## src/rtl/imem_boot_tx_if.sv

```systemverilog
// Boot-load transmitter bus: image writes and start/gpi in, target pin drive and status out.
// Latency: n/a (pure signal bundle, no logic).
// Backpressure: none; start is a single-cycle request, done a single-cycle pulse.
interface imem_boot_tx_if #(
    parameter int WORDS  = 8,
    parameter int HALF_W = 6
);
    localparam int AW = $clog2(WORDS);

    logic                wr_en;
    logic [AW-1:0]       wr_addr;
    logic [2*HALF_W-1:0] wr_data;
    logic                start;
    logic [3:0]          gpi;
    logic                tgt_rst;
    logic [HALF_W-1:0]   tgt_data;
    logic                busy;
    logic                done;

    // Host side: loads the image, requests programming, supplies gpi.
    modport master (
        output wr_en, wr_addr, wr_data, start, gpi,
        input  tgt_rst, tgt_data, busy, done
    );

    // Transmitter side.
    modport slave (
        input  wr_en, wr_addr, wr_data, start, gpi,
        output tgt_rst, tgt_data, busy, done
    );
endinterface

```

## src/rtl/imem_boot_tx.sv

```systemverilog
// Holds an image of WORDS x 2*HALF_W words and streams it, one half-word per clock, into the target.
// Latency: done pulses RST_CYCLES + 2*WORDS clocks after the edge that samples start; gpi passthrough 1 clock.
// Backpressure: none; start and image writes are ignored while busy, start is never queued.
module imem_boot_tx #(
    parameter int WORDS      = 8,
    parameter int HALF_W     = 6,
    parameter int RST_CYCLES = 2
) (
    input  logic             clk,
    input  logic             rst,
    imem_boot_tx_if.slave    bus
);
    localparam int AW   = $clog2(WORDS);
    localparam int H_W  = $clog2(2 * WORDS);
    localparam int RC_W = (RST_CYCLES > 1) ? $clog2(RST_CYCLES) : 1;

    typedef enum logic [1:0] {
        IDLE   = 2'd0,
        RESET  = 2'd1,
        STREAM = 2'd2,
        RUN    = 2'd3
    } state_t;

    state_t              state;
    logic [2*HALF_W-1:0] image [WORDS];
    logic [RC_W-1:0]     rst_cnt;
    logic [H_W-1:0]      half_idx;
    logic [H_W-1:0]      next_half;
    logic [HALF_W-1:0]   next_half_dat;
    logic [HALF_W-1:0]   gpi_dat;
    logic                img_wr_ok;

    // The image is only writable while no stream is reading it.
    assign img_wr_ok = (state == IDLE) || (state == RUN);
    assign next_half = half_idx + 1'b1;
    assign gpi_dat   = {bus.gpi, {(HALF_W-4){1'b0}}};

    // Select the half-word presented after the current one: even index = low half, odd = high half.
    always_comb begin
        next_half_dat = image[next_half[H_W-1:1]][HALF_W-1:0];
        if (next_half[0]) begin
            next_half_dat = image[next_half[H_W-1:1]][2*HALF_W-1:HALF_W];
        end
    end

    // Image buffer: cleared by reset, written from the host when idle or running.
    always_ff @(posedge clk) begin
        if (rst) begin
            for (int i = 0; i < WORDS; i++) begin
                image[i] <= '0;
            end
        end else if (bus.wr_en && img_wr_ok) begin
            image[bus.wr_addr] <= bus.wr_data;
        end
    end

    // Protocol sequencer: hold target in reset, stream halves, then release and pass gpi through.
    always_ff @(posedge clk) begin
        if (rst) begin
            state        <= IDLE;
            rst_cnt      <= '0;
            half_idx     <= '0;
            bus.tgt_rst  <= 1'b1;
            bus.tgt_data <= '0;
            bus.busy     <= 1'b0;
            bus.done     <= 1'b0;
        end else begin
            bus.done <= 1'b0;
            case (state)
                IDLE: begin
                    bus.tgt_rst  <= 1'b1;
                    bus.tgt_data <= '0;
                    if (bus.start) begin
                        state    <= RESET;
                        rst_cnt  <= '0;
                        bus.busy <= 1'b1;
                    end
                end
                RESET: begin
                    // Release the target on the same edge that the first half-word appears.
                    if (rst_cnt == RC_W'(RST_CYCLES - 1)) begin
                        bus.tgt_rst  <= 1'b0;
                        bus.tgt_data <= image[AW'(0)][HALF_W-1:0];
                        half_idx     <= '0;
                        state        <= STREAM;
                    end else begin
                        rst_cnt <= rst_cnt + 1'b1;
                    end
                end
                STREAM: begin
                    if (half_idx == H_W'(2 * WORDS - 1)) begin
                        bus.done     <= 1'b1;
                        bus.busy     <= 1'b0;
                        bus.tgt_data <= gpi_dat;
                        state        <= RUN;
                    end else begin
                        half_idx     <= next_half;
                        bus.tgt_data <= next_half_dat;
                    end
                end
                RUN: begin
                    bus.tgt_rst  <= 1'b0;
                    bus.tgt_data <= gpi_dat;
                    if (bus.start) begin
                        state        <= RESET;
                        rst_cnt      <= '0;
                        bus.busy     <= 1'b1;
                        bus.tgt_rst  <= 1'b1;
                        bus.tgt_data <= '0;
                    end
                end
                default: begin
                    state <= IDLE;
                end
            endcase
        end
    end
endmodule

```

## src/flat_wrapper.sv

```systemverilog
// flat-port wrapper written by rule: the top's interface ports become plain ports
module imem_boot_tx_flat 
#(
    parameter int WORDS      = 8,
    parameter int HALF_W     = 6,
    parameter int RST_CYCLES = 2
)
  (clk, rst, bus_wr_en, bus_wr_addr, bus_wr_data, bus_start, bus_gpi, bus_tgt_rst, bus_tgt_data, bus_busy, bus_done);
  imem_boot_tx_if #(.WORDS(WORDS), .HALF_W(HALF_W)) bus_i ();
  input  logic clk;
  input  logic rst;
  input wire logic [$bits(bus_i.wr_en)-1:0] bus_wr_en;
  input wire logic [$bits(bus_i.wr_addr)-1:0] bus_wr_addr;
  input wire logic [$bits(bus_i.wr_data)-1:0] bus_wr_data;
  input wire logic [$bits(bus_i.start)-1:0] bus_start;
  input wire logic [$bits(bus_i.gpi)-1:0] bus_gpi;
  output wire logic [$bits(bus_i.tgt_rst)-1:0] bus_tgt_rst;
  output wire logic [$bits(bus_i.tgt_data)-1:0] bus_tgt_data;
  output wire logic [$bits(bus_i.busy)-1:0] bus_busy;
  output wire logic [$bits(bus_i.done)-1:0] bus_done;
  assign bus_i.wr_en = bus_wr_en;
  assign bus_i.wr_addr = bus_wr_addr;
  assign bus_i.wr_data = bus_wr_data;
  assign bus_i.start = bus_start;
  assign bus_i.gpi = bus_gpi;
  assign bus_tgt_rst = bus_i.tgt_rst;
  assign bus_tgt_data = bus_i.tgt_data;
  assign bus_busy = bus_i.busy;
  assign bus_done = bus_i.done;
  imem_boot_tx #(.WORDS(WORDS), .HALF_W(HALF_W), .RST_CYCLES(RST_CYCLES)) u_core (.clk(clk), .rst(rst), .bus(bus_i));
endmodule
```

## config.mk

```make
export PLATFORM = sky130hd
export DESIGN_NAME = imem_boot_tx_flat
export DESIGN_NICKNAME = d
export VERILOG_FILES = /design/src/rtl/imem_boot_tx_if.sv /design/src/rtl/imem_boot_tx.sv /design/src/flat_wrapper.sv
export SDC_FILE = /design/constraint.sdc
export NUM_CORES = 1
export LEC_CHECK = 0
export BUFFER_PORTS_ARGS = -buffer_cell sky130_fd_sc_hd__buf_2
export CELL_PAD_IN_SITES_DETAIL_PLACEMENT = 0
export CELL_PAD_IN_SITES_GLOBAL_PLACEMENT = 1
export CORE_ASPECT_RATIO = 0.9
export CORE_UTILIZATION = 50
export CTS_BUF_LIST = sky130_fd_sc_hd__clkbuf_16
export DETAILED_ROUTE_END_ITERATION = 16
export PLACE_DENSITY_LB_ADDON = 0.25
export SYNTH_ARGS = -nofsm -noshare
export SYNTH_HDL_FRONTEND = slang
export SYNTH_SLANG_ARGS = --single-unit
export TNS_END_PERCENT = 5
```

## constraint.sdc

```tcl
create_clock -name clk -period 2.7 [get_ports clk]
set_clock_uncertainty 0.1 [all_clocks]
set_input_delay 0.405 -clock clk [delete_from_list [all_inputs] [get_ports clk]]
set_output_delay 0.405 -clock clk [all_outputs]
set_load 0.02 [all_outputs]
```

# --- Yosys cells after proc, flatten, opt, wreduce, memory -nomap -nowiden ---
# Memory sizes are Yosys's and may differ from the RTL's.
# Index checks and enable logic that the tools add are counted.
word_totals:
  regBits: 16
  latchBits: 0
  ram_bits: 96
  rom_bits: 0
  in_bits: 23
  output_inout_bits: 9
  word_cells: 64
  mem_count: 1
op_classes:
  n_addsub: 2
  n_mul: 0
  n_div: 0
  n_lt_le_gt_ge: 0
  n_eq_ne: 8
  shift: 0
  n_mux: 30
  bitwise_logic: 1
  n_reduce_logical: 15
mem_list:
  columns: ["name", "depth", "width", "read_ports", "rd_clocked_by_memory_dff", "wr", "line", "text"]
  rows:
  - ["u_core.image", 8, 12, 2, 0, 8, "imem_boot_tx.sv:25", "logic [2*HALF_W-1:0] image [WORDS];"]
op_table:
  columns: ["cell", "n"]
  rows:
  - ["$mux 6", 4]
  - ["$pmux 6 s4", 1]
  - ["$mux 1", 13]
  - ["$mux 12", 1]
  - ["$reduce_or 12->1", 1]
  - ["$reduce_and 3->1", 3]
  - ["$mux 4", 2]
  - ["$pmux 4 s2", 1]
  - ["$mux 2", 3]
  - ["$ne 2x1->1 const B", 3]
  - ["$pmux 2 s3", 1]
  - ["$reduce_bool 2->1", 3]
  - ["$add 4x1->4 const B", 1]
  - ["$eq 2x2->1 const B", 2]
  - ["$eq 4x4->1 const B", 1]
  - ["$pmux 1 s2", 2]
  - ["$reduce_and 2->1", 2]
  - ["$reduce_or 2->1", 2]
  - ["$mux 3", 1]
  - ["$pmux 1 s3", 1]
  - ["$reduce_bool 3->1", 1]
  - ["$eq 2x1->1 const B", 1]
  - ["$logic_not 2->1", 1]
  - ["$ne 2x2->1 const B", 1]
  - ["4 further kinds", 4]

# --- Logic depth before layout (Yosys ltp) ---
depth:
  depth_word: 8
  mapped_depth: 9
  ltp_nobuf: 7

# --- Worst setup path before layout ---
# OpenSTA, ideal clock, no wires.
synth_path:
  path_type: "register to register"
  from: "reg u_core.half_idx[0]"
  to: "reg u_core.bus.tgt_data[2]"
  setup_ns: 0.134
  arrival_time_ns: 2.001
  required_ns: 2.466
  path_slack_ns: 0.465
  path_stages_with_launch: 9
  n_path_buf: 2
  period_less_slack_ns: 2.235
  cell_sequence: "dfxtp_1 > ha_1 > buf_4 > xor2_4 > buf_2 > mux4_2 > mux4_2 > inv_1 > o22ai_1"
synth_via:
  elab_chain_len: 5
  word_cells_on_any_way: 6
  classes_between: "add/sub (1); eq/ne (1); mux (3); memory (1)"
synth_lines:
  columns: ["item", "line", "text"]
  rows:
  - ["start, declared", "imem_boot_tx.sv:27", "logic [H_W-1:0] half_idx;"]
  - ["start signal, assigned", "imem_boot_tx.sv:97", "half_idx <= next_half;"]
  - ["$add 4x1->4", "imem_boot_tx.sv:35", "assign next_half = half_idx + 1'b1;"]
  - ["$mem_v2 8x12", null, null]
  - ["$mux 6", "imem_boot_tx.sv:41", "if (next_half[0]) begin"]
  - ["$mux 6 *", "imem_boot_tx.sv:91", "if (half_idx == H_W'(2 * WORDS - 1)) begin"]
  - ["$pmux 6 s4 *", "imem_boot_tx.sv:69", "case (state)"]
  - ["end signal, assigned", "imem_boot_tx.sv:94", "bus.tgt_data <= gpi_dat;"]
  - ["end signal, assigned", "imem_boot_tx.sv:98", "bus.tgt_data <= next_half_dat;"]
  - ["end signal, assigned", "imem_boot_tx.sv:103", "bus.tgt_data <= gpi_dat;"]
  - ["end, declared", "imem_boot_tx_if.sv:29", "output tgt_rst, tgt_data, busy, done"]
# Mark *: on every way between the ends. The rest lies on a longest branch, timed or not.
# A chain may end at the register's enable or synchronous reset.

==> flow_summary.yaml <==
timing:
  finalCriticalPeriod_ns: 2.54
  timing.fmax_ghz: 0.393
  setup_tns_ns: 0
  rsz0062_at_grt: "false"
  tightestPinTransition_ns: 0.818
  whs_ns: 0.273
  finalSetupViolCount: 0
  period_share: 0.941
  hold_viol: 0
  slew_headroom: 0.454
  slew_viol_final: 0
detailed_routing:
  drt-initial-drc-count: 321
  vias: 3369
  drc: 3
  drtAntennaViolNets: 0
  vias_per_cell: 5.80
  wl_microns: 12100
  drt_pass1_iterations: 11
  wire_per_inst_microns: 20.9
global_routing:
  antenna_found_initial: 0
  track_usage: 0.236
  grt_max_degree: 31
  grt_overflow: 0
  grt_pass1_vias: 3380
  grt_pass1_wl_microns: 19200
floorplan:
  num_rows: 35
  design.core.area_sq_um: 10400
  start_util: 0.525
  die_h_microns: 101
  ios: 32
  die_width_microns: 112
  die-area_sq_um: 11400
cells_and_area:
  layout_commonest_cell: "and2_1"
  drive_gt1_frac: 0.228
  final_core_util: 0.586
  layout_common_cells: "100 x and2_1, 96 x edfxtp_1, 31 x buf_2, 22 x nor2_1, 20 x mux4_2"
  final_nets: 476
  area_growth_pct: 11.6
  final_area_sq_um: 6110
  fin_cells: 581
  diodes: 0
critical_path:
  crit_path_end_kind: "flop"
  ff2ff_setup_slack_ns: 0.16
  slowest_delay_ns: 0.47
  criticalPathCategory: "flop to flop"
  critical_path.max_fanout: 12
  cp.required_ns: 2.62
  crit_path_cell_trace: "inv_1 > ha_1 > nor3b_1 > nand2_1 > nor3_1 > or2_2"
  cp.arrival_ns: 2.46
  worst_path_max_delay_cell: "nor3b_1"
  crit_path_start_kind: "flop"
power_and_ir_drop:
  p_leak_nw: 2.26
  p_per_area_nw_per_um2: 679
  vdd_drop_max_uv: 426
logic_synthesis:
  synth_fa_ha_area_frac: 0.0137
  postSynthAreaPerCell_sq_um: 13.3
  synth-simple-area-share: 0.198
  synth_top_family_by_area: "simple AND/OR/NAND/NOR gates"
  synth_nets: 440
  seq_area_frac_synth: 0.585
  synthMuxAreaShare: 0.109
  synth_seq_cells: 112
  synth_edf_count: 96
  synth_compound_area_frac: 0.0548
  yosysWarnings: 0
  synthCells: 411
  syn_area_sq_um: 5480
  synthXorXnorAreaFrac: 0.0117
  ys.flop_type: "edfxtp_1"
  async_reset_ff_frac: 0
  synth_cell_types: 51
status:
  violations: "DRC"
  status: "finished with violations"
clocking:
  cts_resized: 0
  cts_tree: "done"
  cts-root-buf: "clkbuf_16"
  cts_buffer_depth: 2
  cts.clk_slew.worst_paths_ns: 0.07
  cts_num_sinks: 112
  post-cts-setup-buffer-count: 0
  cts_hold_repair.buffers: 0
  clock_latency_ns: 0.35
  cts_buffers: 9
  htree_levels: 3
place:
  dpl_cell_area_sq_um: 5820
  dp.cells: 565
  dp.final_hpwl_microns: 8470
  port_buffers: 31
  place_congestion: 0.786
run:
  maxCapViolCount: 0
min_path:
  hp-class: "primary input to flop"
-- path summary, 6_finish.rpt --
path                                start                               end  cells after the start
min                             bus_start      u_core.bus.busy$_SDFFE_PP0P_                      3
min reg2reg  u_core.bus.busy$_SDFFE_PP0P_      u_core.bus.busy$_SDFFE_PP0P_                      2
max          u_core.state[0]$_SDFFE_PP0P_  u_core.image[1][4]$_SDFFCE_PN0P_                      6
max reg2reg  u_core.state[0]$_SDFFE_PP0P_  u_core.image[1][4]$_SDFFCE_PN0P_                      6
-- state kept, by name, summed over array words and instances, names as in the netlist --
signal and count:
u_core.bus.busy 1, u_core.bus.done 1, u_core.bus.tgt_data 6, u_core.bus.tgt_rst 1, u_core.half_idx 4, u_core.image 96, u_core.rst_cnt 1, u_core.state 2
-- cells by family (layout without fill, tap and decap cells) --
family / Yosys count / after routing
simple gates: 183 / 183
compound gates: 45 / 45
buf+inv: 29 / 70
mux: 33 / 33
flops: 112 / 112
xor+xnor: 3 / 3
fa+ha+maj: 6 / 6
-- final cells by class --
class	count	area (sq um)
clock buffer	9	225
timing repair buffer	49	315
fill	844	4310
tap	129	161
multi-input combinational	270	2120
sequential	112	3200
clock inverter	7	63.8
inverter	5	18.8
-- worst max-delay path: cells and delay by family, from the launching register on --
family                     cells  cell delay, ns
and+or+nand+nor                4            1.24
adders and majority gates      1            0.38
DFF                            1            0.40
buffers and inverters          1            0.08
-- stage by stage --
stage / setup slack (ns) / total power [mW]
after CTS: 0.203 / 4.17
after floorplan: 0.465 / 2.66
after global placement: 0.307 / 2.87
after detailed placement: 0.227 / 2.88
after global routing: 0.0240 / 4.33
final: 0.158 / 4.15
-- metal layers --
layer	global-route usage	wire [microns]	up-vias
met5	0	0	-
met4	0.0585	103	0
met3	0.0503	863	11
met2	0.411	6080	122
met1	0.307	5100	1652
li1	-	-	1584
-- synthesized netlist by cell type, drive strengths merged (3+ instances only) --
cell type	n	area, sq um
a211oi	4	30.0
a21oi	7	35.0
a22o	3	30.0
a22oi	4	30.0
a31oi	3	18.8
and2	100	626
buf	9	71.3
clkbuf	15	57.6
dfxtp	16	320
edfxtp	96	2880
ha	6	75.1
inv	5	18.8
mux2i	10	100
mux4	21	477
nand2	8	30.0
nand2b	3	18.8
nand3	7	35.0
nand3b	5	37.5
nand4	4	25.0
nor2	22	82.6
nor2b	6	45.0
nor3	5	25.0
nor3b	3	22.5
o21ai	13	65.1
or2	10	65.1
or3	3	23.8
-- power by group --
| part | internal, mW | switching [mW] | total [mW] |
|---|---|---|---|
| Sequential | 2.00 | 0.0595 | 2.06 |
| Combinational | 0.323 | 0.457 | 0.780 |
| Clock | 0.713 | 0.596 | 1.31 |
Power figures use the tool's default switching activity.
